--- src/rtl/alu_seq_if.sv ---
// Handshake/result bundle for alu_seq: the master issues operations and
// drains results, the slave is the ALU.
interface alu_seq_if #(
    parameter int unsigned WIDTH = 8
) ();
    logic             in_valid;
    logic             in_ready;
    logic [WIDTH-1:0] a;
    logic [WIDTH-1:0] b;
    logic [3:0]       op;
    logic             out_valid;
    logic             out_ready;
    logic [WIDTH-1:0] out;
    logic [WIDTH-1:0] out_hi;
    logic             flag_c;
    logic             flag_z;
    logic             flag_n;
    logic             flag_v;
    logic             op_err;

    modport master (
        output in_valid, a, b, op, out_ready,
        input  in_ready, out_valid, out, out_hi, flag_c, flag_z, flag_n, flag_v, op_err
    );

    modport slave (
        input  in_valid, a, b, op, out_ready,
        output in_ready, out_valid, out, out_hi, flag_c, flag_z, flag_n, flag_v, op_err
    );
endinterface

--- src/rtl/alu_seq.sv ---
// Registered ALU with valid/ready handshake and an iterative shift-and-add multiplier.
// Optional macro ALU_SAT_EN makes ADD/SUB saturate unsigned.
module alu_seq #(
    parameter int unsigned WIDTH = 8
) (
    input  logic     clk,
    input  logic     rst_n,
    alu_seq_if.slave bus
);
    localparam int unsigned CntW = $clog2(WIDTH + 1);
    localparam int unsigned Msb  = WIDTH - 1;

    typedef enum logic [1:0] {StIdle, StMul, StDone} state_e;

    state_e           r_state, w_state_nxt;
    logic [WIDTH-1:0] r_out, w_out_nxt, r_out_hi, w_out_hi_nxt;
    logic             r_c, w_c_nxt, r_z, w_z_nxt, r_n, w_n_nxt, r_v, w_v_nxt;
    logic             r_err, w_err_nxt;
    logic [WIDTH-1:0] r_mcand, w_mcand_nxt, r_mplier, w_mplier_nxt, r_acc, w_acc_nxt;
    logic [CntW-1:0]  r_cnt, w_cnt_nxt;

    logic [WIDTH:0]   w_sum, w_diff, w_step;
    logic [WIDTH-1:0] w_add_res, w_sub_res, w_mpl_step, w_res;
    logic             w_res_c, w_res_v, w_res_err;

    assign w_sum  = {1'b0, bus.a} + {1'b0, bus.b};
    assign w_diff = {1'b0, bus.a} - {1'b0, bus.b};

`ifdef ALU_SAT_EN
    assign w_add_res = w_sum[WIDTH] ? '1 : w_sum[WIDTH-1:0];
    assign w_sub_res = w_diff[WIDTH] ? '0 : w_diff[WIDTH-1:0];
`else
    assign w_add_res = w_sum[WIDTH-1:0];
    assign w_sub_res = w_diff[WIDTH-1:0];
`endif

    // One multiply step: {acc, mplier} shifts right with the conditional add folded in.
    assign w_step     = {1'b0, r_acc} + {1'b0, {WIDTH{r_mplier[0]}} & r_mcand};
    assign w_mpl_step = {w_step[0], r_mplier[WIDTH-1:1]};

    always_comb begin
        w_res     = '0;
        w_res_c   = 1'b0;
        w_res_v   = 1'b0;
        w_res_err = 1'b0;
        case (bus.op)
            4'h0: begin
                w_res   = w_add_res;
                w_res_c = w_sum[WIDTH];
                w_res_v = (bus.a[Msb] == bus.b[Msb]) && (w_sum[Msb] != bus.a[Msb]);
            end
            4'h1: begin
                w_res   = w_sub_res;
                w_res_c = w_diff[WIDTH];
                w_res_v = (bus.a[Msb] != bus.b[Msb]) && (w_diff[Msb] != bus.a[Msb]);
            end
            4'h2: w_res = bus.a & bus.b;
            4'h3: w_res = bus.a | bus.b;
            4'h4: w_res = bus.a ^ bus.b;
            4'h5: begin
                w_res   = {bus.a[WIDTH-2:0], 1'b0};
                w_res_c = bus.a[Msb];
            end
            4'h6: begin
                w_res   = {1'b0, bus.a[WIDTH-1:1]};
                w_res_c = bus.a[0];
            end
            4'h7: w_res = bus.a;
            4'h8: w_res = '0;
            4'h9: w_res = {{(WIDTH-1){1'b0}}, ($signed(bus.a) < $signed(bus.b))};
            4'hA: begin
                w_res   = {bus.a[WIDTH-2:0], bus.a[Msb]};
                w_res_c = bus.a[Msb];
            end
            4'hB: begin
                w_res   = {bus.a[0], bus.a[WIDTH-1:1]};
                w_res_c = bus.a[0];
            end
            default: w_res_err = 1'b1;
        endcase
    end

    always_comb begin
        w_state_nxt  = r_state;
        w_out_nxt    = r_out;
        w_out_hi_nxt = r_out_hi;
        w_c_nxt      = r_c;
        w_z_nxt      = r_z;
        w_n_nxt      = r_n;
        w_v_nxt      = r_v;
        w_err_nxt    = r_err;
        w_mcand_nxt  = r_mcand;
        w_mplier_nxt = r_mplier;
        w_acc_nxt    = r_acc;
        w_cnt_nxt    = r_cnt;
        unique case (r_state)
            StIdle: begin
                if (bus.in_valid) begin
                    if (bus.op == 4'h8) begin
                        w_mcand_nxt  = bus.a;
                        w_mplier_nxt = bus.b;
                        w_acc_nxt    = '0;
                        w_cnt_nxt    = CntW'(WIDTH);
                        w_state_nxt  = StMul;
                    end else begin
                        w_out_nxt    = w_res;
                        w_out_hi_nxt = '0;
                        w_c_nxt      = w_res_c;
                        w_z_nxt      = ~|w_res;
                        w_n_nxt      = w_res[Msb];
                        w_v_nxt      = w_res_v;
                        w_err_nxt    = w_res_err;
                        w_state_nxt  = StDone;
                    end
                end
            end
            StMul: begin
                w_acc_nxt    = w_step[WIDTH:1];
                w_mplier_nxt = w_mpl_step;
                w_cnt_nxt    = r_cnt - CntW'(1);
                // Last step: publish the product in the same edge.
                if (r_cnt == CntW'(1)) begin
                    w_out_nxt    = w_mpl_step;
                    w_out_hi_nxt = w_step[WIDTH:1];
                    w_c_nxt      = |w_step[WIDTH:1];
                    w_z_nxt      = ~|{w_step[WIDTH:1], w_mpl_step};
                    w_n_nxt      = w_mpl_step[Msb];
                    w_v_nxt      = 1'b0;
                    w_err_nxt    = 1'b0;
                    w_state_nxt  = StDone;
                end
            end
            StDone: begin
                if (bus.out_ready) begin
                    w_state_nxt = StIdle;
                end
            end
            default: w_state_nxt = StIdle;
        endcase
    end

    always_ff @(posedge clk or negedge rst_n) begin
        if (!rst_n) begin
            r_state  <= StIdle;
            r_out    <= '0;
            r_out_hi <= '0;
            r_c      <= 1'b0;
            r_z      <= 1'b0;
            r_n      <= 1'b0;
            r_v      <= 1'b0;
            r_err    <= 1'b0;
            r_mcand  <= '0;
            r_mplier <= '0;
            r_acc    <= '0;
            r_cnt    <= '0;
        end else begin
            r_state  <= w_state_nxt;
            r_out    <= w_out_nxt;
            r_out_hi <= w_out_hi_nxt;
            r_c      <= w_c_nxt;
            r_z      <= w_z_nxt;
            r_n      <= w_n_nxt;
            r_v      <= w_v_nxt;
            r_err    <= w_err_nxt;
            r_mcand  <= w_mcand_nxt;
            r_mplier <= w_mplier_nxt;
            r_acc    <= w_acc_nxt;
            r_cnt    <= w_cnt_nxt;
        end
    end

    assign bus.in_ready  = (r_state == StIdle);
    assign bus.out_valid = (r_state == StDone);
    assign bus.out       = r_out;
    assign bus.out_hi    = r_out_hi;
    assign bus.flag_c    = r_c;
    assign bus.flag_z    = r_z;
    assign bus.flag_n    = r_n;
    assign bus.flag_v    = r_v;
    assign bus.op_err    = r_err;
endmodule

--- src/flat_wrapper.sv ---
// flat-port wrapper written by rule: the top's interface ports become plain ports
module alu_seq_flat 
#(
    parameter int unsigned WIDTH = 8
)
  (clk, rst_n, bus_in_valid, bus_a, bus_b, bus_op, bus_out_ready, bus_in_ready, bus_out_valid, bus_out, bus_out_hi, bus_flag_c, bus_flag_z, bus_flag_n, bus_flag_v, bus_op_err);
  alu_seq_if #(.WIDTH(WIDTH)) bus_i ();
  input  logic clk;
  input  logic rst_n;
  input wire logic [$bits(bus_i.in_valid)-1:0] bus_in_valid;
  input wire logic [$bits(bus_i.a)-1:0] bus_a;
  input wire logic [$bits(bus_i.b)-1:0] bus_b;
  input wire logic [$bits(bus_i.op)-1:0] bus_op;
  input wire logic [$bits(bus_i.out_ready)-1:0] bus_out_ready;
  output wire logic [$bits(bus_i.in_ready)-1:0] bus_in_ready;
  output wire logic [$bits(bus_i.out_valid)-1:0] bus_out_valid;
  output wire logic [$bits(bus_i.out)-1:0] bus_out;
  output wire logic [$bits(bus_i.out_hi)-1:0] bus_out_hi;
  output wire logic [$bits(bus_i.flag_c)-1:0] bus_flag_c;
  output wire logic [$bits(bus_i.flag_z)-1:0] bus_flag_z;
  output wire logic [$bits(bus_i.flag_n)-1:0] bus_flag_n;
  output wire logic [$bits(bus_i.flag_v)-1:0] bus_flag_v;
  output wire logic [$bits(bus_i.op_err)-1:0] bus_op_err;
  assign bus_i.in_valid = bus_in_valid;
  assign bus_i.a = bus_a;
  assign bus_i.b = bus_b;
  assign bus_i.op = bus_op;
  assign bus_i.out_ready = bus_out_ready;
  assign bus_in_ready = bus_i.in_ready;
  assign bus_out_valid = bus_i.out_valid;
  assign bus_out = bus_i.out;
  assign bus_out_hi = bus_i.out_hi;
  assign bus_flag_c = bus_i.flag_c;
  assign bus_flag_z = bus_i.flag_z;
  assign bus_flag_n = bus_i.flag_n;
  assign bus_flag_v = bus_i.flag_v;
  assign bus_op_err = bus_i.op_err;
  alu_seq #(.WIDTH(WIDTH)) u_core (.clk(clk), .rst_n(rst_n), .bus(bus_i));
endmodule
--- config.mk ---
export PLATFORM = sky130hd
export DESIGN_NAME = alu_seq_flat
export DESIGN_NICKNAME = d
export VERILOG_FILES = /design/src/rtl/alu_seq_if.sv /design/src/rtl/alu_seq.sv /design/src/flat_wrapper.sv
export SDC_FILE = /design/constraint.sdc
export NUM_CORES = 1
export LEC_CHECK = 0
export CELL_PAD_IN_SITES_DETAIL_PLACEMENT = 0
export CELL_PAD_IN_SITES_GLOBAL_PLACEMENT = 1
export CORE_AREA = 2 2 103 105
export CTS_BUF_LIST = sky130_fd_sc_hd__clkbuf_4
export CTS_CLUSTER_DIAMETER = 30
export DETAILED_ROUTE_END_ITERATION = 8
export DIE_AREA = 0 0 105 107
export PLACE_DENSITY = 0.8
export SLEW_MARGIN = 20
export SYNTH_ARGS = -nofsm -noshare
export SYNTH_HDL_FRONTEND = slang
export SYNTH_SLANG_ARGS = --single-unit
--- constraint.sdc ---
create_clock -name clk -period 4.78 [get_ports clk]
set_input_delay 0.956 -clock clk [delete_from_list [all_inputs] [get_ports clk]]
set_output_delay 0.956 -clock clk [all_outputs]
set_load 0.01 [all_outputs]
# Word-level counts from Yosys, hierarchy flattened
# Index checks and enable logic that the tools add are counted.
# totals
ff_bits	51
output_inout_bits	23
word_cells	106
# op_classes
add_sub_neg	4
n_reduce_logical	17
bitwise_logic	4
muxes	45
magnitude_cmp	1
n_eq_ne	23
# ops
operator	n
$pmux 8 s11	1
$mux 8	10
$pmux 8 s2	4
$add 8x8->9	2
$and 8x8->8	2
$eq 4x3->1 const B	4
$eq 4x4->1 const B	4
$reduce_or 16->1	1
$reduce_or 8->1	2
$mux 1	15
$pmux 1 s2	6
$reduce_or 11->1	1
$reduce_and 3->1	3
$sub 8x8->9	1
$eq 4x1->1 const B	2
$eq 4x2->1 const B	2
$lt 8x8->1	1
$mux 2	4
$mux 4	2
$or 8x8->8	1
$pmux 4 s2	1
$xor 8x8->8	1
$ne 2x2->1 const B	3
$pmux 2 s3	1
14 further kinds	20

# Longest topological paths before layout
# Gate-level depths: netlist of the first run.
# logic_depth
word_depth	7
depth_mapped	11

# Least setup slack after synthesis of the first run
# Ideal clock, no wire load.
# synth_timing
path_kind	input -> register
start	input port bus_a[0]
end	register u_core.r_out[6], in the netlist u_core.bus.out[6]
t_required_ns	4.662
arrival_time_ns	2.889
setup_time_ns	0.118
setup_slack_ns	1.773
stages	11
path_buffers	0
cell_sequence	inv_1 > ha_1 > inv_1 > fa_1 > nor2b_1 > o311ai_0 > a21oi_1 > mux2i_1 > a2111oi_2 > a211oi_1 > a21o_1
# synth_between
elab_chain_cells	5
word_cells_on_any_way	6
cone_classes	add/sub (2); mux (4)
# synth_rtl
element	line_no	rtl
from (decl)	flat_wrapper.sv:11	input wire logic [$bits(bus_i.a)-1:0] bus_a;
$sub 8x8->9 or $add 8x8->9 (tied branches)	alu_seq.sv:27, alu_seq.sv:26	
$pmux 8 s11 (*)	alu_seq.sv:46	case (bus.op)
$mux 8 (*)	alu_seq.sv:99	if (bus.op == 4'h8) begin
$mux 8 (*)	alu_seq.sv:98	if (bus.in_valid) begin
$pmux 8 s2 (*)	alu_seq.sv:96	unique case (r_state)
to (signal assigned)	alu_seq.sv:158	r_out <= w_out_nxt;
to (decl)	alu_seq.sv:16	logic [WIDTH-1:0] r_out, w_out_nxt, r_out_hi, w_out_hi_nxt;
# Every way passes the cells marked *; elsewhere a longest branch is shown, timed or not. The select of a mux whose other input is x is not followed.
# A chain may end at the register's enable or synchronous reset.

# Worst setup path in the final report of the first run
# Ends and elaborated chain as after synthesis.

==> results of run 1 <==
[per-stage QoR]
| stage | cells | cell area [µm²] | total power, mW | setup slack (ns) | hold slack (ns) |
|---|---|---|---|---|---|
| final | 671 | 4770 | 1.570 | 0.9110 | 0.4938 |
| after global routing | 671 | 4770 | 1.691 | 0.6652 | 0.5224 |
| after CTS | 671 | 4770 | 1.577 | 0.9673 | 0.4987 |
| after detailed placement | 663 | 4716 | 1.379 | 0.5742 | 0.4668 |
| after global placement | 663 | 4716 | 1.363 | 0.6534 | 0.4613 |
| after floorplan | 499 | 4136 | 1.104 | 1.773 | 0.4418 |
[cell type report]
| cell class | instances | area, µm² | share of cell area |
|---|---|---|---|
| Clock inverter | 3 | 16.27 | 0.003410 |
| Sequential cell | 50 | 1251 | 0.2623 |
| Tap cell | 136 | 170.2 | 0.03568 |
| Inverter | 29 | 108.9 | 0.02282 |
| Clock buffer | 5 | 37.54 | 0.007870 |
| Timing Repair Buffer | 59 | 553.0 | 0.1159 |
| Multi-Input combinational cell | 389 | 2633 | 0.5519 |
[synth_stat cells (all sizes together) (11+ instances only)]
cell type,number,area (µm²)
nand2,73,274.0
dfrtp,50,1251
nor2,40,152.6
ha,35,437.9
inv,29,108.9
o21ai,25,125.1
buf,23,113.9
a21oi,18,90.09
nor3,15,75.07
nand2b,12,75.07
o31ai,12,95.09
nor2b,11,68.82
[worst max path at each step]
stage	start	end	slack [ns]	depth (start not counted)
floorplan	bus_a[0]	u_core.bus.out[6]$_DFFE_PN0P_	1.77	11
global placement	bus_a[0]	u_core.bus.out[6]$_DFFE_PN0P_	0.65	12
detailed placement	bus_a[0]	u_core.bus.out[6]$_DFFE_PN0P_	0.57	12
CTS	bus_a[0]	u_core.bus.out[6]$_DFFE_PN0P_	0.97	12
global route	bus_a[0]	u_core.bus.out[6]$_DFFE_PN0P_	0.67	12
finish	bus_a[0]	u_core.bus.out[6]$_DFFE_PN0P_	0.91	12
[flip-flops by register name (all words and copies together) (netlist names)]
signal,cells
u_core.bus.out,8
u_core.bus.out_hi,8
u_core.r_acc,8
u_core.r_mcand,8
u_core.r_mplier,8
u_core.r_cnt,4
u_core.r_state,2
u_core.bus.flag_c,1
u_core.bus.flag_v,1
u_core.bus.flag_z,1
u_core.bus.op_err,1
[power by group]
group | total, mW | internal [mW] | switching (mW)
combinational | 0.722 | 0.332 | 0.389
clock | 0.196 | 0.0554 | 0.140
sequential | 0.653 | 0.551 | 0.102
[worst max-delay path: stages]
cell,delay (ns)
clkdlybuf4s50_1,0.51
inv_1,0.18
ha_1,0.21
inv_1,0.06
fa_1,0.42
nor2b_1,0.18
o311ai_0,0.69
a21oi_1,0.19
mux2i_1,0.18
a2111oi_2,0.27
a211oi_1,0.13
a21o_1,0.16
[metal layers]
metal,track usage,vias to the layer above,routed length [µm]
met1,0.3295,1908,6033
met5,0,-,0
met2,0.3669,142,5636
li1,-,1868,-
met3,0.02006,22,594
met4,0.05333,0,246
[cells by family (layout without fill, tap and decap cells)]
| kind of cell | Yosys count | count (layout) |
|---|---|---|
| AND/OR/NAND/NOR | 193 | 193 |
| XOR/XNOR | 10 | 10 |
| multiplexers | 10 | 10 |
| adder cells (fa/ha/maj) | 38 | 38 |
| buffers and inverters | 60 | 96 |
| flip-flops | 50 | 50 |
| AO/OA/AOI/OAI | 138 | 138 |
==> metrics.yaml, run 1 <==
clocking:
  cts_made_buffers: 5
  cts_resized: 0
  clk_pin_slew_worst_paths_ns: 0.15
  tritoncts: "yes"
  cts.sinks: 50
  cts-root-buf: "clkbuf_4"
  cts_max_path_buffers: 2
  clk_latency_ns: 0.37
  post_cts_buffers: 0
  cts_hold_buf: 0
  cts_max_level: 2
detailed_routing:
  drt_iter0_markers: 354
  route.detailed.drc: 0
  wirelength_um: 12510
  wl_per_cell_um: 18.65
  vias: 3940
  firstDrtPassIters: 7
  drt-vias-per-instance: 5.872
  postRouteAntennaNets: 0
yosys:
  yosysWarnings: 0
  synth_top_family_by_area: "compound AO/OA/AOI/OAI gates"
  ys_seq_area_frac: 0.3025
  syn_area_per_cell_um2: 8.290
  synth_compound_area_frac: 0.2438
  synthXorXnorAreaFrac: 0.02117
  synth_fa_ha_area_frac: 0.1204
  synthSimpleGateAreaFrac: 0.2244
  syn-cell-area_um2: 4136
  async_flop_share: 1.000
  synth_nets: 561
  synth_top_flop_cell: "dfrtp_1"
  muxShareOfSynthArea: 0.02662
  ys_types: 67
  postSynthCellCount: 499
  synth_seq_cells: 50
  synth_edf_count: 0
timing:
  setup_viol: 0
  finalMaxSlewViolations: 0
  rsz0062_at_grt: "no"
  slew_headroom: 0.4530
  min_period_ns: 3.869
  tns_ns: 0
  hold_violations: 0
  finalCritPeriodShare: 0.8094
  max_freq_mhz: 258.5
  skew_ns: 0.005037
  worst_pin_slew_ns: 0.8102
cells_and_area:
  area_delta_synth_final_pct: 15.31
  fillCellCount: 1029
  postLayoutCoreUtil: 0.4726
  final_cell_mix: "73 x nand2_1, 50 x dfrtp_1, 45 x clkdlybuf4s50_1, 39 x nor2_1, 35 x ha_1"
  drive_above_1_share: 0.07103
  insertedDiodeCount: 0
  final_common_cell: "nand2_1"
  nNetsFinal: 596
setup_path:
  setup.worst_path.start_class: "input pin"
  reg2reg_setup_slack_ns: 1.78
  r2r_cells: 10
  critPathMaxFanout: 5
  r2r-end: "u_core.bus.flag_z$_DFFE_PN0P_"
  r2r_start: "u_core.r_mplier[0]$_DFFE_PN0P_"
  worstSetupPathType: "input pin to flop"
  critPathRequiredTime_ns: 5.06
  endpoint_kind: "flop"
  arrival_ns: 4.15
floorplanning:
  die_x_um: 105
  fp.dieH_um: 107
  die_area_um2: 11240
  io_pins: 47
  start_util: 0.4099
  core.rowCount: 37
  coreArea_um2: 10090
placement:
  dpl.hpwl_um: 9740
  portBuffers: 46
  routabilityCongestion: 0.9342
global_routing:
  grt_pass1_wl_um: 20380
  gr-usage-all-layers: 0.2271
  grt_max_degree: 51
  grt_pass1_vias: 3729
  grt_overflow: 0
  antenna_found_initial: 0
power_and_ir_drop:
  irDropWorstVdd_uv: 121.4
  p_per_area_nw_per_um2: 329.2
  p_leak_nw: 2.086
worst_hold_path:
  hold_class: "flop to flop"
  min_from: "u_core.bus.flag_v$_DFFE_PN0P_"
  holdPathStages: 2
  whs_endpoint: "u_core.bus.flag_v$_DFFE_PN0P_"
status:
  status: "completed"
run:
  cap_violations: 0
Power figures use the tool's default switching activity.
==> run 2: changes to the inputs <==
- CORE_AREA: 2 2 103 105 -> 2 2 105 107
- DIE_AREA: 0 0 105 107 -> 0 0 107 109
- clock period: 4.78 -> 3.1 ns (I/O delays scaled with it)
==> metrics.yaml, run 2 (same netlist as run 1, synthesis figures left out) <==
setup_path:
  critPathMaxFanout: 2  # was 5
  endpoint_kind: "flop"  # unchanged
  setup.worst_path.start_class: "input pin"  # unchanged
  r2r_cells: 10  # unchanged
  arrival_ns: 3.27  # was 4.15 ns
  reg2reg_setup_slack_ns: 0.31  # was 1.78 ns
  cp-startpoint: "bus_b[0]"  # was bus_a[0]
  critPathMaxStageDelay_ns: 0.53  # was 0.69 ns
  worstSetupPathType: "input pin to flop"  # unchanged
  cp_slowest_cell: "clkdlybuf4s50_1"  # was o311ai_0
  crit_end: "u_core.bus.out[6]$_DFFE_PN0P_"  # unchanged
  r2r-end: "u_core.bus.flag_c$_DFFE_PN0P_"  # was u_core.bus.flag_z$_DFFE_PN0P_
  critPathRequiredTime_ns: 3.36  # was 5.06 ns
  r2r_start: "u_core.r_mplier[0]$_DFFE_PN0P_"  # unchanged
  path_cells: "clkdlybuf4s50_1, ha_4, inv_1, fa_1, nor2b_1, o311ai_1, buf_4, a21oi_1, mux2i_1, a2111oi_2, a211oi_1, a21o_1"  # was clkdlybuf4s50_1, inv_1, ha_1, inv_1, fa_1, nor2b_1, o311ai_0, a21oi_1, mux2i_1, a2111oi_2, a211oi_1, a21o_1
floorplanning:
  fp.dieH_um: 109  # was 107 µm
  start_util: 0.3901  # was 0.4099
  io_pins: 47  # unchanged
  coreArea_um2: 10600  # was 10090 µm²
  die_x_um: 107  # was 105 µm
  core.rowCount: 38  # was 37
  die_area_um2: 11660  # was 11240 µm²
global_routing:
  grt_pass1_vias: 3965  # was 3729
  grt_max_degree: 36  # was 51
  grt_pass1_wl_um: 20030  # was 20380 µm
  gr-usage-all-layers: 0.2181  # was 0.2271
  antenna_found_initial: 1  # was 0
  grt_overflow: 0  # unchanged
cells_and_area:
  final_common_cell: "buf_4"  # was nand2_1
  drive_above_1_share: 0.1857  # was 0.07103
  stdcell_count: 744  # was 671
  nNetsFinal: 665  # was 596
  area_delta_synth_final_pct: 29.40  # was 15.31%
  final_cell_mix: "80 x buf_4, 73 x nand2_1, 50 x dfrtp_1, 45 x clkdlybuf4s50_1, 39 x nor2_1"  # was 73 x nand2_1, 50 x dfrtp_1, 45 x clkdlybuf4s50_1, 39 x nor2_1, 35 x ha_1
detailed_routing:
  drt_iter0_markers: 289  # was 354
  wl_per_cell_um: 16.55  # was 18.65 µm
  wirelength_um: 12310  # was 12510 µm
  postRouteAntennaNets: 0  # unchanged
  drt-vias-per-instance: 5.530  # was 5.872
  vias: 4114  # was 3940
  route.detailed.drc: 0  # unchanged
  firstDrtPassIters: 6  # was 7
timing:
  hold_violations: 0  # unchanged
  rsz0062_at_grt: "no"  # unchanged
  finalMaxSlewViolations: 0  # unchanged
  max_freq_mhz: 332.4
  slew_headroom: 0.5756  # was 0.4530
  worst_pin_slew_ns: 0.6206  # was 0.8102 ns
  setup_viol: 0  # unchanged
  min_period_ns: 3.008
  tns_ns: 0  # unchanged
  finalCritPeriodShare: 0.9704
  skew_ns: 0.01732  # was 0.005037 ns
power_and_ir_drop:
  p_per_area_nw_per_um2: 469.4  # was 329.2 nW/µm²
  irDropWorstVdd_uv: 213.3  # was 121.4 µV
  p_leak_nw: 2.435  # was 2.086 nW
  power_mw: 2.513  # was 1.570 mW
clocking:
  cts_max_path_buffers: 2  # unchanged
  post_cts_buffers: 0  # unchanged
  cts-root-buf: "clkbuf_4"  # unchanged
  clk_pin_slew_worst_paths_ns: 0.15  # about the same
  cts_made_buffers: 5  # unchanged
  cts.sinks: 50  # unchanged
  clk_latency_ns: 0.37  # about the same
  cts_max_level: 2  # unchanged
  tritoncts: "yes"  # unchanged
run:
  cap_violations: 0  # unchanged
placement:
  dpl.hpwl_um: 10000  # was 9740 µm
  routabilityCongestion: 0.9513  # was 0.9342
  dp.cells: 736  # was 663
  portBuffers: 46  # unchanged
worst_hold_path:
  hold_class: "input pin to asynchronous set/reset pin"  # was flop to flop
status:
  status: "completed"  # unchanged
## run 2: power breakdown
part	total, mW	switching (mW)	internal [mW]
clock	0.296	0.210	0.0865
combinational	1.22	0.613	0.605
sequential	0.999	0.149	0.850
## run 2: area by class of cell
type	count	area (µm²)
fillers	1025	5250
clock inverters	2	13.76
clock buffers	5	37.54
multi-input cells	389	2668
diodes	1	2.502
well taps	140	175.2
flip-flops and latches	50	1251
repair buffers	128	1096
inverters	29	108.9
## run 2: what timing repair did
action | 4_1_cts | 5_1_grt
gates resized for setup | 0 | 8
setup endpoints to repair | 0 | 3
hold buffers | 0 | 0
endpoints found under the hold margin | 0 | 0
## run 2: how the worst min path moves through the flow
stage / from / endpoint / cells past startpoint / slack [ns]
after floorplan: rst_n / u_core.bus.flag_c$_DFFE_PN0P_ / 0 / 0.32
after CTS: rst_n / u_core.bus.out_hi[2]$_DFFE_PN0P_ / 1 / 0.16
after detailed placement: u_core.r_mcand[3]$_DFFE_PN0P_ / u_core.r_mcand[3]$_DFFE_PN0P_ / 2 / 0.47
final: rst_n / u_core.bus.out[0]$_DFFE_PN0P_ / 1 / 0.16
after global placement: u_core.r_mcand[0]$_DFFE_PN0P_ / u_core.r_mcand[0]$_DFFE_PN0P_ / 2 / 0.46
after global routing: rst_n / u_core.bus.out_hi[2]$_DFFE_PN0P_ / 1 / 0.17
## run 2: worst max-delay path, delay by kind of cell
family                   cells  cell delay (ns)
AND/OR/NAND/NOR              1             0.16
adder cells (fa/ha/maj)      2             0.56
buffers and inverters        3             0.76
AO/OA/AOI/OAI                5             1.03
multiplexers                 1             0.14
## run 2: metal layers
layer	vias to the layer above	GRT usage	part of all wire
li1	2017	-	-
met1	1929	0.3090	0.48
met2	152	0.3540	0.44
met3	16	0.02092	0.055
met4	0	0.06586	0.021
met5	-	0	0
## run 2: through the flow
stage | utilization | setup slack [ns] | instance area, µm² | hold WS (ns)
floorplan | - | 0.4291 | 4136 | 0.3244
global placement | 0.4965 | -0.2643 | 5264 | 0.4584
detailed placement | 0.4965 | -0.3057 | 5264 | 0.4685
CTS | 0.5013 | 0.07595 | 5315 | 0.1643
global route | 0.5048 | 0.004963 | 5353 | 0.1712
finish | 0.5048 | 0.09188 | 5353 | 0.1584
==> run 3: changes to the inputs <==
- SETUP_SLACK_MARGIN: unset -> 0.1
==> metrics.yaml, run 3 (same netlist as run 1, synthesis figures left out) <==
power_and_ir_drop:
  p_leak_nw: 2.437  # was 2.435 nW
  p_per_area_nw_per_um2: 468.9  # was 469.4 nW/µm²
  irDropWorstVdd_uv: 213.1  # was 213.3 µV
  power_mw: 2.512  # was 2.513 mW
cells_and_area:
  final_common_cell: "buf_4"  # unchanged
  postLayoutCoreUtil: 0.5052  # was 0.5048
  final_cell_mix: "80 x buf_4, 73 x nand2_1, 50 x dfrtp_1, 45 x clkdlybuf4s50_1, 39 x nor2_1"  # unchanged
  drive_above_1_share: 0.1891  # was 0.1857
  nNetsFinal: 665  # unchanged
  area_delta_synth_final_pct: 29.49  # was 29.40%
  stdcell_count: 744  # unchanged
setup_path:
  crit_end: "u_core.bus.out[6]$_DFFE_PN0P_"  # unchanged
  critPathMaxFanout: 2  # unchanged
  reg2reg_setup_slack_ns: 0.29  # was 0.31 ns
  r2r_cells: 10  # unchanged
  worstSetupPathType: "input pin to flop"  # unchanged
  endpoint_kind: "flop"  # unchanged
  r2r_start: "u_core.r_mplier[0]$_DFFE_PN0P_"  # unchanged
  arrival_ns: 3.14  # was 3.27 ns
  setup.worst_path.start_class: "input pin"  # unchanged
  r2r-end: "u_core.bus.flag_c$_DFFE_PN0P_"  # unchanged
  critPathRequiredTime_ns: 3.36  # about the same
  cp-startpoint: "bus_a[0]"  # was bus_b[0]
placement:
  dp.cells: 736  # unchanged
  dpl_worst_slack_ns: -0.3057  # unchanged
  portBuffers: 46  # unchanged
  dpl.hpwl_um: 10000  # unchanged
  routabilityCongestion: 0.9513  # unchanged
detailed_routing:
  drt-vias-per-instance: 5.528  # was 5.530
  met2_length_um: 5446  # was 5438 µm
  wirelength_met1_um: 5936  # was 5941 µm
  dr_wl_met3_um: 647  # was 674 µm
  drt_iter0_markers: 277  # was 289
  route.detailed.drc: 0  # unchanged
  vias: 4113  # was 4114
  firstDrtPassIters: 5  # was 6
  wl_per_cell_um: 16.53  # was 16.55 µm
  wirelength_um: 12300  # was 12310 µm
  dr.max_layer_used: "met4"  # unchanged
  postRouteAntennaNets: 0  # unchanged
status:
  status: "completed"  # unchanged
clocking:
  cts_max_level: 2  # unchanged
  cts-root-buf: "clkbuf_4"  # unchanged
  cts_hold_buf: 0  # unchanged
  cts.sinks: 50  # unchanged
  tritoncts: "yes"  # unchanged
  clk_pin_slew_worst_paths_ns: 0.15  # about the same
  clk_latency_ns: 0.37  # about the same
  cts_max_path_buffers: 2  # unchanged
  cts_made_buffers: 5  # unchanged
  post_cts_buffers: 0  # unchanged
global_routing:
  antenna_found_initial: 1  # unchanged
  grt_pass1_wl_um: 20030  # unchanged
  grt_overflow: 0  # unchanged
  grt_pass1_vias: 3962  # was 3965
  grt_max_degree: 36  # unchanged
  gr-usage-all-layers: 0.2181  # unchanged
timing:
  worst_pin_slew_ns: 0.6154  # was 0.6206 ns
  rsz0062_at_grt: "no"  # unchanged
  hold_violations: 0  # unchanged
  slew_headroom: 0.5792  # was 0.5756
  min_period_ns: 2.880  # was 3.008 ns
  finalCritPeriodShare: 0.9292  # was 0.9704
  finalMaxSlewViolations: 0  # unchanged
  timing.final.ws_setup_ns: 0.2195  # was 0.09188 ns
  tns_ns: 0  # unchanged
  skew_ns: 0.01654  # was 0.01732 ns
  setup_viol: 0  # unchanged
  max_freq_mhz: 347.2  # was 332.4 MHz
floorplanning:
  core.rowCount: 38  # unchanged
  die_area_um2: 11660  # unchanged
  fp.dieH_um: 109  # unchanged
  die_x_um: 107  # unchanged
  coreArea_um2: 10600  # unchanged
  io_pins: 47  # unchanged
  start_util: 0.3901  # unchanged
worst_hold_path:
  hold_class: "input pin to asynchronous set/reset pin"  # unchanged
run:
  cap_violations: 0  # unchanged
run 3: where the power goes:
group	internal (mW)	leakage [nW]	switching [mW]
sequential	0.850	0.641	0.149
clock	0.0864	0.0315	0.210
combinational	0.604	1.76	0.612
total	1.54	2.44	0.971
run 3: through the flow:
| stage | hold slack, ns | cell area [µm²] |
|---|---|---|
| after floorplan | 0.3244 | 4136 |
| after global placement | 0.4584 | 5264 |
| after detailed placement | 0.4685 | 5264 |
| after CTS | 0.1643 | 5320 |
| after global routing | 0.1712 | 5356 |
| final | 0.1585 | 5356 |
run 3: worst min path at each step:
stage | from | endpoint | slack, ns | depth (start not counted)
final | rst_n | u_core.bus.out[0]$_DFFE_PN0P_ | 0.16 | 1
after global routing | rst_n | u_core.bus.out_hi[2]$_DFFE_PN0P_ | 0.17 | 1
after CTS | rst_n | u_core.bus.out_hi[2]$_DFFE_PN0P_ | 0.16 | 1
after detailed placement | u_core.r_mcand[3]$_DFFE_PN0P_ | u_core.r_mcand[3]$_DFFE_PN0P_ | 0.47 | 2
after global placement | u_core.r_mcand[0]$_DFFE_PN0P_ | u_core.r_mcand[0]$_DFFE_PN0P_ | 0.46 | 2
after floorplan | rst_n | u_core.bus.flag_c$_DFFE_PN0P_ | 0.32 | 0
run 3: what timing repair did:
action,CTS,global route
setup endpoints to repair,1,4
gates resized for setup,3,6
cloned,0,0
pin swaps,2,2
run 3: layer usage:
metal	global-route usage	vias to the layer above
met5	0	-
met4	0.06586	0
met3	0.02092	18
met2	0.3540	150
met1	0.3090	1926
li1	-	2019
run 3: critical path: stages:
cell	delay (ns)
clkdlybuf4s50_1	0.43
inv_1	0.10
ha_2	0.20
inv_1	0.06
fa_2	0.34
nor2b_1	0.15
o311ai_1	0.25
buf_4	0.18
a21oi_1	0.07
mux2i_1	0.14
a2111oi_2	0.30
a211oi_1	0.13
a21o_1	0.17
run 3: cell type report:
class / count / area, µm²
fill: 1022 / 5246
inverter: 29 / 108.9
antenna: 1 / 2.502
sequential: 50 / 1251
timing repair buffer: 128 / 1096
multi-input combinational: 389 / 2671
tap: 140 / 175.2
clock inverter: 2 / 13.76
clock buffer: 5 / 37.54
==> RTL edit (config.mk and constraints of run 1) <==
Re-encode `state_e` (3 states) as one-hot, 3 bits wide.
--- a/src/rtl/alu_seq.sv
+++ b/src/rtl/alu_seq.sv
@@ -10,7 +10,7 @@
     localparam int unsigned CntW = $clog2(WIDTH + 1);
     localparam int unsigned Msb  = WIDTH - 1;
 
-    typedef enum logic [1:0] {StIdle, StMul, StDone} state_e;
+    typedef enum logic [2:0] {StIdle = 3'b001, StMul = 3'b010, StDone = 3'b100} state_e;
 
     state_e           r_state, w_state_nxt;
     logic [WIDTH-1:0] r_out, w_out_nxt, r_out_hi, w_out_hi_nxt;
Behaviour: same outputs for any inputs over 4 cycles, from zero or initial values and one cycle with rst_n low; so few cycles prove little.
==> RTL edit against run 1 <==
  * Global-route usage is 0.39 points higher
  * Sequential cell count is 1 higher
  * Wire length is 1.9% higher
  * Highest routed layer unchanged
  * Cell area is 1.5% higher
  * Total power is 5.6% higher
  * Area after synthesis is 1.8% higher
  * Setup slack worse by 290 ps
  * Critical endpoint is now u_core.bus.flag_z
  * Largest power group unchanged
  * Combinational power is 4.0% higher
  * First-iteration DRC count is 19% lower
==> RTL edit: results (changes against run 1) <==
Logic synthesis
  • Adder-cell share of the synthesized area: 11.8% (was 12.0%)
  • Post-synth top cells: nand2_1 (70), dfrtp_1 (50), ha_1 (35) (was nand2_1 (73), dfrtp_1 (50), nor2_1 (39))
  • Synth Net Count: 563 (was 561)
  • Post-synthesis sequential area ratio: 30.3% (was 30.2%)
  • Syn_area_per_cell: 8.40 µm² (was 8.29 µm²)
  • Ranking of synthesized cells by area: dfrtp_1 (30%), ha_1 (10%), nand2_1 (6.2%) (was dfrtp_1 (30%), ha_1 (11%), nand2_1 (6.6%))
  • Synth warnings: 0 (unchanged)
  • FFs w/ async S/R, synth: 100% (unchanged)
  • Post-synthesis mux area share: 2.79% (was 2.66%)
  • Yosys cell types: 71 (was 67)
  • Ys flop type: dfrtp_1 (unchanged)
  • Synth Area in XOR/XNOR: 1.66% (was 2.12%)
  • Compound-Gate Fraction of Synth Area: 23.8% (was 24.4%)

Place
  • DP HPWL: 9940 µm (was 9740 µm)
  • Inst Count DP: 667 (was 663)
  • Gpl congestion: 0.945 (was 0.934)
  • IO Port Bufs: 46 (unchanged)

Clocking
  • Root Buffer Master: clkbuf_4 (unchanged)
  • Post-CTS sizing: 0 (unchanged)
  • H-tree levels: 2 (unchanged)
  • Postcts setup bufs: 0 (unchanged)
  • Clk buf depth: 2 (unchanged)
  • Clk pin slew, worst setup/hold paths: 140 ps
  • CTS buffer count: 5 (unchanged)
  • Worst-Skew Late Latency: 380 ps

Drt
  • Detailed router's first-iteration violation count: 285 (was 354)
  • Via Count: 3957 (was 3940)
  • Drt pass-1 iters: 5 (was 7)
  • Final WL: 12800 µm (was 12500 µm)
  • Wire length per cell: 18.9 µm (was 18.6 µm)

Layout
  • Layout Nets: 600 (was 596)
  • Proportion of layout cells with a drive suffix above 1: 7.24% (was 7.10%)
  • Commonest non-fill, non-tap cell in the layout: nand2_1 (unchanged)
  • Antenna diodes: 0 (unchanged)

Power and ir drop
  • Max rail drop VDD: 0.000129 V (was 0.000121 V)
  • Leak: 2.20 nW (was 2.09 nW)

STA
  • Max Clock Skew: 12.6 ps (was 5.04 ps)
  • Worst-margin pin slew: 838 ps (was 810 ps)

GRT
  • Number of global-route vias before repair: 3740 (was 3729)
  • GR Util All Layers: 23.1% (was 22.7%)
  • Initial antenna violation count: 0 (unchanged)
  • Largest net degree at the start of global routing: 52 (was 51)
  • First-pass GRT wire length: 20500 µm (was 20400 µm)

Worst setup path
  • Crit path max fanout: 5 (unchanged)
  • Arrival time worst endpoint: 4470 ps (was 4150 ps)

Run status
  • Status: complete, no violations (unchanged)

Worst hold path
  • Worst min-delay path category: flip-flop to flip-flop (unchanged)
-- RTL edit: where the power goes --
group          switching (mW)  internal (mW)  total [mW]
Sequential              0.120          0.582       0.702
Clock                   0.136         0.0690       0.205
Combinational           0.404          0.347       0.751
-- RTL edit: path summary, 6_finish.rpt --
check                                          start                    to  slack (ps)  cells past startpoint
worst min register to register  u_core.bus.out_hi[4]  u_core.bus.out_hi[4]         490                      2
worst max-delay path                        bus_a[0]     u_core.bus.flag_z         620                     12
worst min-delay path            u_core.bus.out_hi[4]  u_core.bus.out_hi[4]         490                      2
worst max register to register    u_core.r_mplier[0]     u_core.bus.flag_z        1450                      9
max in group asynchronous                      rst_n       u_core.r_acc[0]        3680                      2
min in group asynchronous                      rst_n    u_core.r_mplier[7]         680                      2
-- RTL edit: per-layer routing --
layer	wire (µm)	vias up	GRT usage, %
li1	-	1889	-
met1	5690	1886	31.4
met2	5900	163	38.0
met3	824	19	3.04
met4	335	0	7.81
met5	0	-	0
-- RTL edit: critical path: stages --
cell             delay [ps]
clkdlybuf4s50_1         520
inv_1                   190
ha_1                    190
inv_1                    50
fa_1                    420
nor2b_1                 170
o311a_1                 350
o31a_1                  250
a2111oi_0               590
o21ai_1                 150
or4b_1                  500
a21oi_1                 130
-- RTL edit: area by class of cell --
type | count | area, µm²
Clock buffer | 7 | 52.6
Clock inverter | 1 | 5.00
Fill cell | 1013 | 5250
Inverter | 35 | 131
Multi-Input combinational cell | 384 | 2640
Sequential cell | 51 | 1280
Tap cell | 136 | 170
Timing Repair Buffer | 61 | 568
-- RTL edit: kinds of logic (layout without fill, tap and decap cells) --
group,after synthesis,in the layout
buf+inv,66,104
mux,10,10
flops,51,51
fa+ha+maj,38,38
compound gates,143,143
simple gates,185,185
xor+xnor,8,8
-- RTL edit: per-stage QoR --
stage	utilization [%]	instance area [µm²]	hold slack, ps	total power [mW]	setup slack (ps)
2_1_floorplan	-	4210	442	1.16	1130
3_3_place_gp	47.4	4780	460	1.44	347
3_5_place_dp	47.4	4780	467	1.46	282
4_1_cts	48.0	4840	493	1.67	682
5_1_grt	48.0	4840	518	1.79	408
6_report	48.0	4840	495	1.66	617
